$ cat src/rtl/espi_frame_ctrl.sv
// eSPI frame sequencer: chip-select setup/hold timing and per-character go/done handshake
// in front of spi_master_trx_char. Optional RX discard of leading characters via ESPI_RX_SKIP_EN.
module espi_frame_ctrl #(
    parameter int CHAR_NBITS = 32,
    parameter int NUM_CS     = 4,
    parameter int LEN_W      = 16
) (
    input  logic                  S_SYSCLK,
    input  logic                  S_RESET,
    input  logic                  S_ENABLE,
    input  logic                  CMD_VALID,
    output logic                  CMD_READY,
    input  logic [1:0]            CMD_CS,
    input  logic [LEN_W-1:0]      CMD_LEN,
    input  logic [LEN_W-1:0]      CMD_SKIP,
    input  logic [3:0]            CSBEF,
    input  logic [3:0]            CSAFT,
    input  logic                  TX_VALID,
    output logic                  TX_READY,
    input  logic [CHAR_NBITS-1:0] TX_DATA,
    output logic                  RX_VALID,
    input  logic                  RX_READY,
    output logic [CHAR_NBITS-1:0] RX_DATA,
    output logic                  CHAR_GO,
    input  logic                  CHAR_DONE,
    output logic [CHAR_NBITS-1:0] CHAR_WDATA,
    input  logic [CHAR_NBITS-1:0] CHAR_RDATA,
    output logic [NUM_CS-1:0]     SPI_CS_N,
    output logic                  BUSY,
    output logic                  FRAME_DONE,
    output logic                  CMD_ERR
);
    typedef enum logic [2:0] {IDLE, SETUP, FETCH, GO, WAIT, STORE, HOLD} state_t;

    state_t           state;
    logic [LEN_W-1:0] remain;
    logic [LEN_W-1:0] skip_q;
    logic [3:0]       dly;
    logic [3:0]       csaft_q;
    logic [NUM_CS-1:0] cs_sel;
    logic             cmd_acc, tx_acc, discard, store_done;

    assign CMD_READY  = (state == IDLE) && S_ENABLE;
    assign TX_READY   = (state == FETCH) && S_ENABLE;
    assign CHAR_GO    = (state == GO);
    assign BUSY       = (state != IDLE);
    assign discard    = (skip_q != '0);
    assign RX_VALID   = (state == STORE) && !discard;
    assign cmd_acc    = CMD_VALID && CMD_READY;
    assign tx_acc     = TX_VALID && TX_READY;
    assign store_done = (state == STORE) && (discard || RX_READY);

    // An index beyond NUM_CS selects no line; the frame still runs.
    always_comb begin
        cs_sel = '1;
        for (int i = 0; i < NUM_CS; i++)
            if (CMD_CS == 2'(i)) cs_sel[i] = 1'b0;
    end

`ifdef ESPI_RX_SKIP_EN
    always_ff @(posedge S_SYSCLK or posedge S_RESET) begin
        if (S_RESET)
            skip_q <= '0;
        else if (cmd_acc)
            skip_q <= CMD_SKIP;
        else if (state == STORE && discard)
            skip_q <= skip_q - 1'b1;
    end
`else
    logic unused_skip;
    assign unused_skip = ^CMD_SKIP;
    assign skip_q      = '0;
`endif

    // SETUP and HOLD each spend (delay + 1) cycles, giving CSBEF + CSAFT + 2 of frame overhead.
    always_ff @(posedge S_SYSCLK or posedge S_RESET) begin
        if (S_RESET) begin
            state      <= IDLE;
            SPI_CS_N   <= '1;
            CHAR_WDATA <= '0;
            RX_DATA    <= '0;
            FRAME_DONE <= 1'b0;
            CMD_ERR    <= 1'b0;
            remain     <= '0;
            dly        <= '0;
            csaft_q    <= '0;
        end else begin
            FRAME_DONE <= 1'b0;
            CMD_ERR    <= 1'b0;
            case (state)
                IDLE: if (cmd_acc) begin
                    remain  <= CMD_LEN;
                    dly     <= CSBEF;
                    csaft_q <= CSAFT;
                    if (CMD_LEN == '0) begin
                        CMD_ERR <= 1'b1;
                    end else begin
                        SPI_CS_N <= cs_sel;
                        state    <= SETUP;
                    end
                end
                SETUP: if (dly == '0) state <= FETCH;
                       else dly <= dly - 1'b1;
                FETCH: if (tx_acc) begin
                    CHAR_WDATA <= TX_DATA;
                    state      <= GO;
                end
                GO: state <= WAIT;
                WAIT: if (CHAR_DONE) begin
                    RX_DATA <= CHAR_RDATA;
                    remain  <= remain - 1'b1;
                    state   <= STORE;
                end
                STORE: if (store_done) begin
                    if (remain == '0) begin
                        dly   <= csaft_q;
                        state <= HOLD;
                    end else begin
                        state <= FETCH;
                    end
                end
                HOLD: if (dly == '0) begin
                    SPI_CS_N   <= '1;
                    FRAME_DONE <= 1'b1;
                    state      <= IDLE;
                end else begin
                    dly <= dly - 1'b1;
                end
                default: state <= IDLE;
            endcase
        end
    end
endmodule

$ cat config.mk
export PLATFORM = sky130hd
export DESIGN_NAME = espi_frame_ctrl
export DESIGN_NICKNAME = d
export VERILOG_FILES = /design/src/rtl/espi_frame_ctrl.sv
export SDC_FILE = /design/constraint.sdc
export NUM_CORES = 1
export LEC_CHECK = 0
export ABC_AREA = 1
export CAP_MARGIN = 25
export CELL_PAD_IN_SITES_DETAIL_PLACEMENT = 2
export CELL_PAD_IN_SITES_GLOBAL_PLACEMENT = 2
export CORE_ASPECT_RATIO = 1.2
export CORE_MARGIN = 1
export CORE_UTILIZATION = 27
export CTS_CLUSTER_DIAMETER = 30
export DETAILED_ROUTE_END_ITERATION = 7
export GPL_TIMING_DRIVEN = 1
export PLACE_DENSITY_LB_ADDON = 0.1
export SYNTH_ARGS = -nofsm -noshare
export SYNTH_HDL_FRONTEND = slang
export SYNTH_SLANG_ARGS = --single-unit
$ cat constraint.sdc
create_clock -name S_SYSCLK -period 8.25 [get_ports S_SYSCLK]
set_input_delay 1.65 -clock S_SYSCLK [delete_from_list [all_inputs] [get_ports S_SYSCLK]]
set_output_delay 1.65 -clock S_SYSCLK [all_outputs]
set_load 0.02 [all_outputs]
Yosys cells after proc, flatten, opt, wreduce, memory -nomap -nowiden

Index checks and enable logic that the tools add are counted.

RAM bits: 0
Output and inout bits: 75
Memories: 0
Latch bits: 0
Register bits: 97
Bits in read-only memories: 0

Order comparisons: 0
$mul: 0
Divide/modulo/power cells: 0
Multiplexer cells: 30
$add $sub $neg: 2
Shift operators: 0
Eq/ne operators: 18
Reduce and logical (&&, ||, !) cells: 22
Bitwise operators: 0

Operator list:

| cell                                                                  | number |
|---|---|
| 16-bit logical NOT                                                    | 2 |
| 16-bit 2-to-1 mux                                                     | 2 |
| 16-bit case mux with 2 select lines                                   | 1 |
| 4-bit 2-to-1 mux                                                      | 7 |
| 3-bit 2-to-1 mux                                                      | 8 |
| 3-bit case mux with 7 select lines                                    | 1 |
| 16-bit by 1-bit subtractor with 16-bit output, second input constant  | 1 |
| 2-bit != test, second input constant                                  | 7 |
| 4-bit case mux with 3 select lines                                    | 1 |
| 3-bit equality test, second input constant                            | 3 |
| 1-bit 2-to-1 mux                                                      | 9 |
| 4-bit case mux with 2 select lines                                    | 1 |
| 7-bit AND reduction                                                   | 1 |
| 3-bit by 2-bit equality test with 1-bit output, second input constant | 2 |
| 2-bit AND reduction                                                   | 3 |
| 3-bit nonzero test                                                    | 2 |
| 1-bit logical AND                                                     | 5 |
| 5-bit AND reduction                                                   | 1 |
| 2-bit equality test, second input constant                            | 2 |
| 4-bit logical NOT                                                     | 1 |
| 2-bit by 1-bit != test with 1-bit output, second input constant       | 2 |
| 4-bit AND reduction                                                   | 1 |
| 2-bit nonzero test                                                    | 2 |
| 4-bit by 1-bit subtractor with 4-bit output, second input constant    | 1 |
| 6 further kinds                                                       | 6 |

Longest topological paths before layout

Depth in word-level cells: 5
Depth in mapped cells: 11

Worst setup path before layout

OpenSTA, ideal clock, no wires.

Path kind: input-to-output
Start point: input S_ENABLE
End point: output TX_READY
Stages on the path: 3
Slack: 4.501 ns
Path buffers: 1
Arrival: 2.099 ns
Path through: inv_1 nor2_4 buf_4

Longest elaborated chain between the ends: 1

Ends and longest elaborated chain:

| item               | RTL line | source |
|---|---|---|
| start: declaration | 10       | `input logic S_ENABLE,` |
| 1-bit logical AND  | 44       | `assign TX_READY = (state == FETCH) && S_ENABLE;` |
| end: declaration   | 19       | `output logic TX_READY,` |

No other way between the ends.

Worst setup path in the final report

Ends and elaborated chain as after synthesis.

==> impl_metrics.yaml <==
sta:
  rsz0062_at_grt: "no"
  hold_ws_ns: 0.471
  setup_viol_count_final: 0
  tightest_slew_ns: 0.853
  relSlewSlack: 0.432
  slew_violations: 0
  period_share: 0.618
  setup_tns_ns: 0
  min_period_ns: 5.10
  hold_viol_final: 0
  fmax_ghz: 0.196
  fin_worst_skew_ns: 0.00787
  worst_slack_ns: 3.15
clock_network:
  root_buffer: "clkbuf_16"
  cts_hold_buf: 0
  numCtsBuffers: 9
  ctsResizeCount: 0
  cts_buffer_depth: 2
  clock_latency_ns: 0.35
  tritoncts: "built"
  cts_setup_buffers: 0
  clkSlewWorstSetupHoldPaths_ns: 0.07
  cts.sinks: 97
  htreeDepth: 3
placed_design:
  dp.cells: 942
  place_hpwl_um: 12300
  dpl_worst_slack_ns: 3.14
  port_buffers: 171
  gp_congestion: 0.778
  place_area_mm2: 0.00676
critical_path:
  cpPeakStageDelay_ns: 0.68
  cp_max_fo: 34
  path_common_cell: "clkdlybuf4s50_1"
  start_kind: "input pin"
  cp.required_ns: 6.60
  endpoint_kind: "output pin"
  cp_cell_sequence: "clkdlybuf4s50_1 -> inv_1 -> nor2_4 -> buf_4 -> clkdlybuf4s50_1"
  critPathBufInv: 4
  cp_slowest_cell: "clkdlybuf4s50_1"
  critPathTopFamily: "buffers and inverters"
  crit_type: "in2out"
  crit_arrival_ns: 3.45
global_routing:
  antenna_found_initial: 0
  grt_max_degree: 62
  gr-total-overflow: 0
  first_global_vias: 4911
  grt_pass1_wl_um: 26400
  grt_use_total: 0.181
routing:
  viasPerCell: 4.68
  vias: 4482
  drt_iter0_markers: 244
  drc: 40
  drt_pass1_iterations: 8
  wl_per_cell_um: 17.2
  wl_um: 16500
  drtAntennaViolNets: 0
worst_hold_path:
  min_path_type: "reg2reg"
layout:
  nets: 849
  n_antenna_cell: 0
  drive_gt1_frac: 0.0989
  n_fill_cell: 1952
  stdcell_count: 958
  fin_util: 0.401
  fin_area_mm2: 0.00707
  syn2layout_area_growth_pct: 43.9
power_and_ir_drop:
  internal_power_mw: 1.57
  power.switching_mw: 1.08
  p_seq_frac: 0.329
  vdd_ir_drop_max_v: 0.000104
  pwr-share-comb: 0.501
  power.total_mw: 2.65
  leakagePower_nw: 3.38
  power-per-cell-area_mw_per_mm2: 374
  switching_share: 0.408
  power.share.clock: 0.171
floorplanning:
  die_x_um: 125
  num_rows: 53
  dieHeight_um: 150
  start_util: 0.279
  io_pins: 188
  core_area_mm2: 0.0176
  die_area_mm2: 0.0187
synth:
  synth_nets: 684
  ys_seq_area_frac: 0.495
  ys_seq_elements: 97
  syn_area_mm2: 0.00491
  ys.warnings.count: 0
  ys_types: 30
  synthCells: 568
  avgSynthCellArea_um2: 8.65
flow_run:
  maxCapViolCount: 0
run_status:
  status: "finished, violations left"
  failed_checks: "design-rule violations"
flip-flops by register name, summed over array words and instances, names as in the netlist:
name / count
RX_DATA: 32
state: 3
remain: 16
csaft_q: 4
dly: 4
CHAR_WDATA: 32
CMD_ERR: 1
FRAME_DONE: 1
SPI_CS_N: 4
routing by layer:
metal | GRT usage | part of all wire | vias up | wire [um]
met4 | 0.0598 | 0.015 | 0 | 245
met3 | 0.0300 | 0.055 | 14 | 902
met5 | 0 | 0 | - | 0
met1 | 0.232 | 0.44 | 2213 | 7210
met2 | 0.311 | 0.49 | 120 | 8140
li1 | - | - | 2135 | -
placed cells by master, fill, tap and decap left out, types with 2 or more instances in the layout:
| cell type | synthesis | layout |
|---|---|---|
| nor3_1 | 5 | 5 |
| a21oi_1 | 9 | 9 |
| o21ai_0 | 23 | 23 |
| inv_6 | 0 | 2 |
| nand2_4 | 3 | 3 |
| nand2_2 | 2 | 2 |
| buf_4 | 3 | 3 |
| ha_1 | 3 | 3 |
| dfrtp_1 | 93 | 93 |
| nor2_1 | 68 | 68 |
| mux2_2 | 4 | 4 |
| dfstp_2 | 4 | 4 |
| clkbuf_16 | 0 | 9 |
| mux2_4 | 30 | 30 |
| xor2_1 | 4 | 4 |
| inv_2 | 3 | 3 |
| inv_1 | 45 | 44 |
| clkdlybuf4s50_1 | 0 | 171 |
| nand3_1 | 63 | 63 |
| a31oi_1 | 2 | 2 |
| nand4_1 | 4 | 4 |
| nor2_4 | 2 | 2 |
| nand2_1 | 172 | 172 |
| nor2_2 | 3 | 3 |
kinds of logic after synthesis:
family,Yosys count,synth area share
and+or+nand+nor,325,0.280
DFF,97,0.495
buffers and inverters,68,0.0700
AOI/OAI and AO/OA,37,0.0392
muxes,34,0.101
xor gates and xnor gates,4,0.00713
adders and majority gates,3,0.00764
cell type report:
class,instances,area [um^2],area share
Clock buffer,10,239,0.0338
Tap cell,220,275,0.0389
Multi-Input combinational cell,403,2140,0.302
Clock inverter,6,72.6,0.0103
Timing Repair Buffer,174,1730,0.245
Inverter,48,183,0.0258
Sequential cell,97,2430,0.344
tightest hold or removal path, cell delays in order, from the launching register on:
cell	delay, ns
dfrtp_1	0.34
nand2_1	0.05
nand2_1	0.05
final timing paths:
| kind | start | slack (ns) | cells past startpoint | end |
|---|---|---|---|---|
| max | S_ENABLE | 3.15 | 5 | TX_READY |
| min | CHAR_WDATA[14] | 0.47 | 2 | CHAR_WDATA[14] |
| max reg2reg | state[1] | 5.21 | 8 | remain[9] |
| min reg2reg | CHAR_WDATA[14] | 0.47 | 2 | CHAR_WDATA[14] |
| max in group asynchronous | S_RESET | 5.31 | 3 | remain[13] |
| min in group asynchronous | S_RESET | 1.68 | 2 | RX_DATA[21] |
cells in the mapped netlist:
cell type	number	area (um^2)
nand2_1	172	646
nor2_1	68	255
buf_2	2	10.0
mux2_2	4	45.0
buf_4	3	22.5
nand3_1	63	315
nand2_4	3	33.8
xor2_1	4	35.0
or2_2	1	6.26
clkbuf_1	5	18.8
buf_6	10	113
a31oi_1	2	12.5
nand2_2	2	12.5
o21ai_0	23	115
inv_1	45	169
a21oi_1	9	45.0
o21ai_1	1	5.00
inv_2	3	11.3
o211ai_1	1	7.51
nor2_4	2	22.5
mux2_4	30	450
nand3b_1	1	7.51
nand4_1	4	25.0
dfstp_2	4	105
nor3_1	5	25.0
nand3_2	1	10.0
o21a_1	1	7.51
ha_1	3	37.5
dfrtp_1	93	2330
nor2_2	3	18.8
power by group through the flow:
stage	Sequential, mW	Clock (mW)	Combinational [mW]
finish	0.871	0.452	1.33
global route	0.903	0.484	1.44
CTS	0.875	0.467	1.35
detailed placement	0.883	0	1.34
global placement	0.861	0	1.30
floorplan	1.06	0	0.574
(Power assumes the default switching activity.)
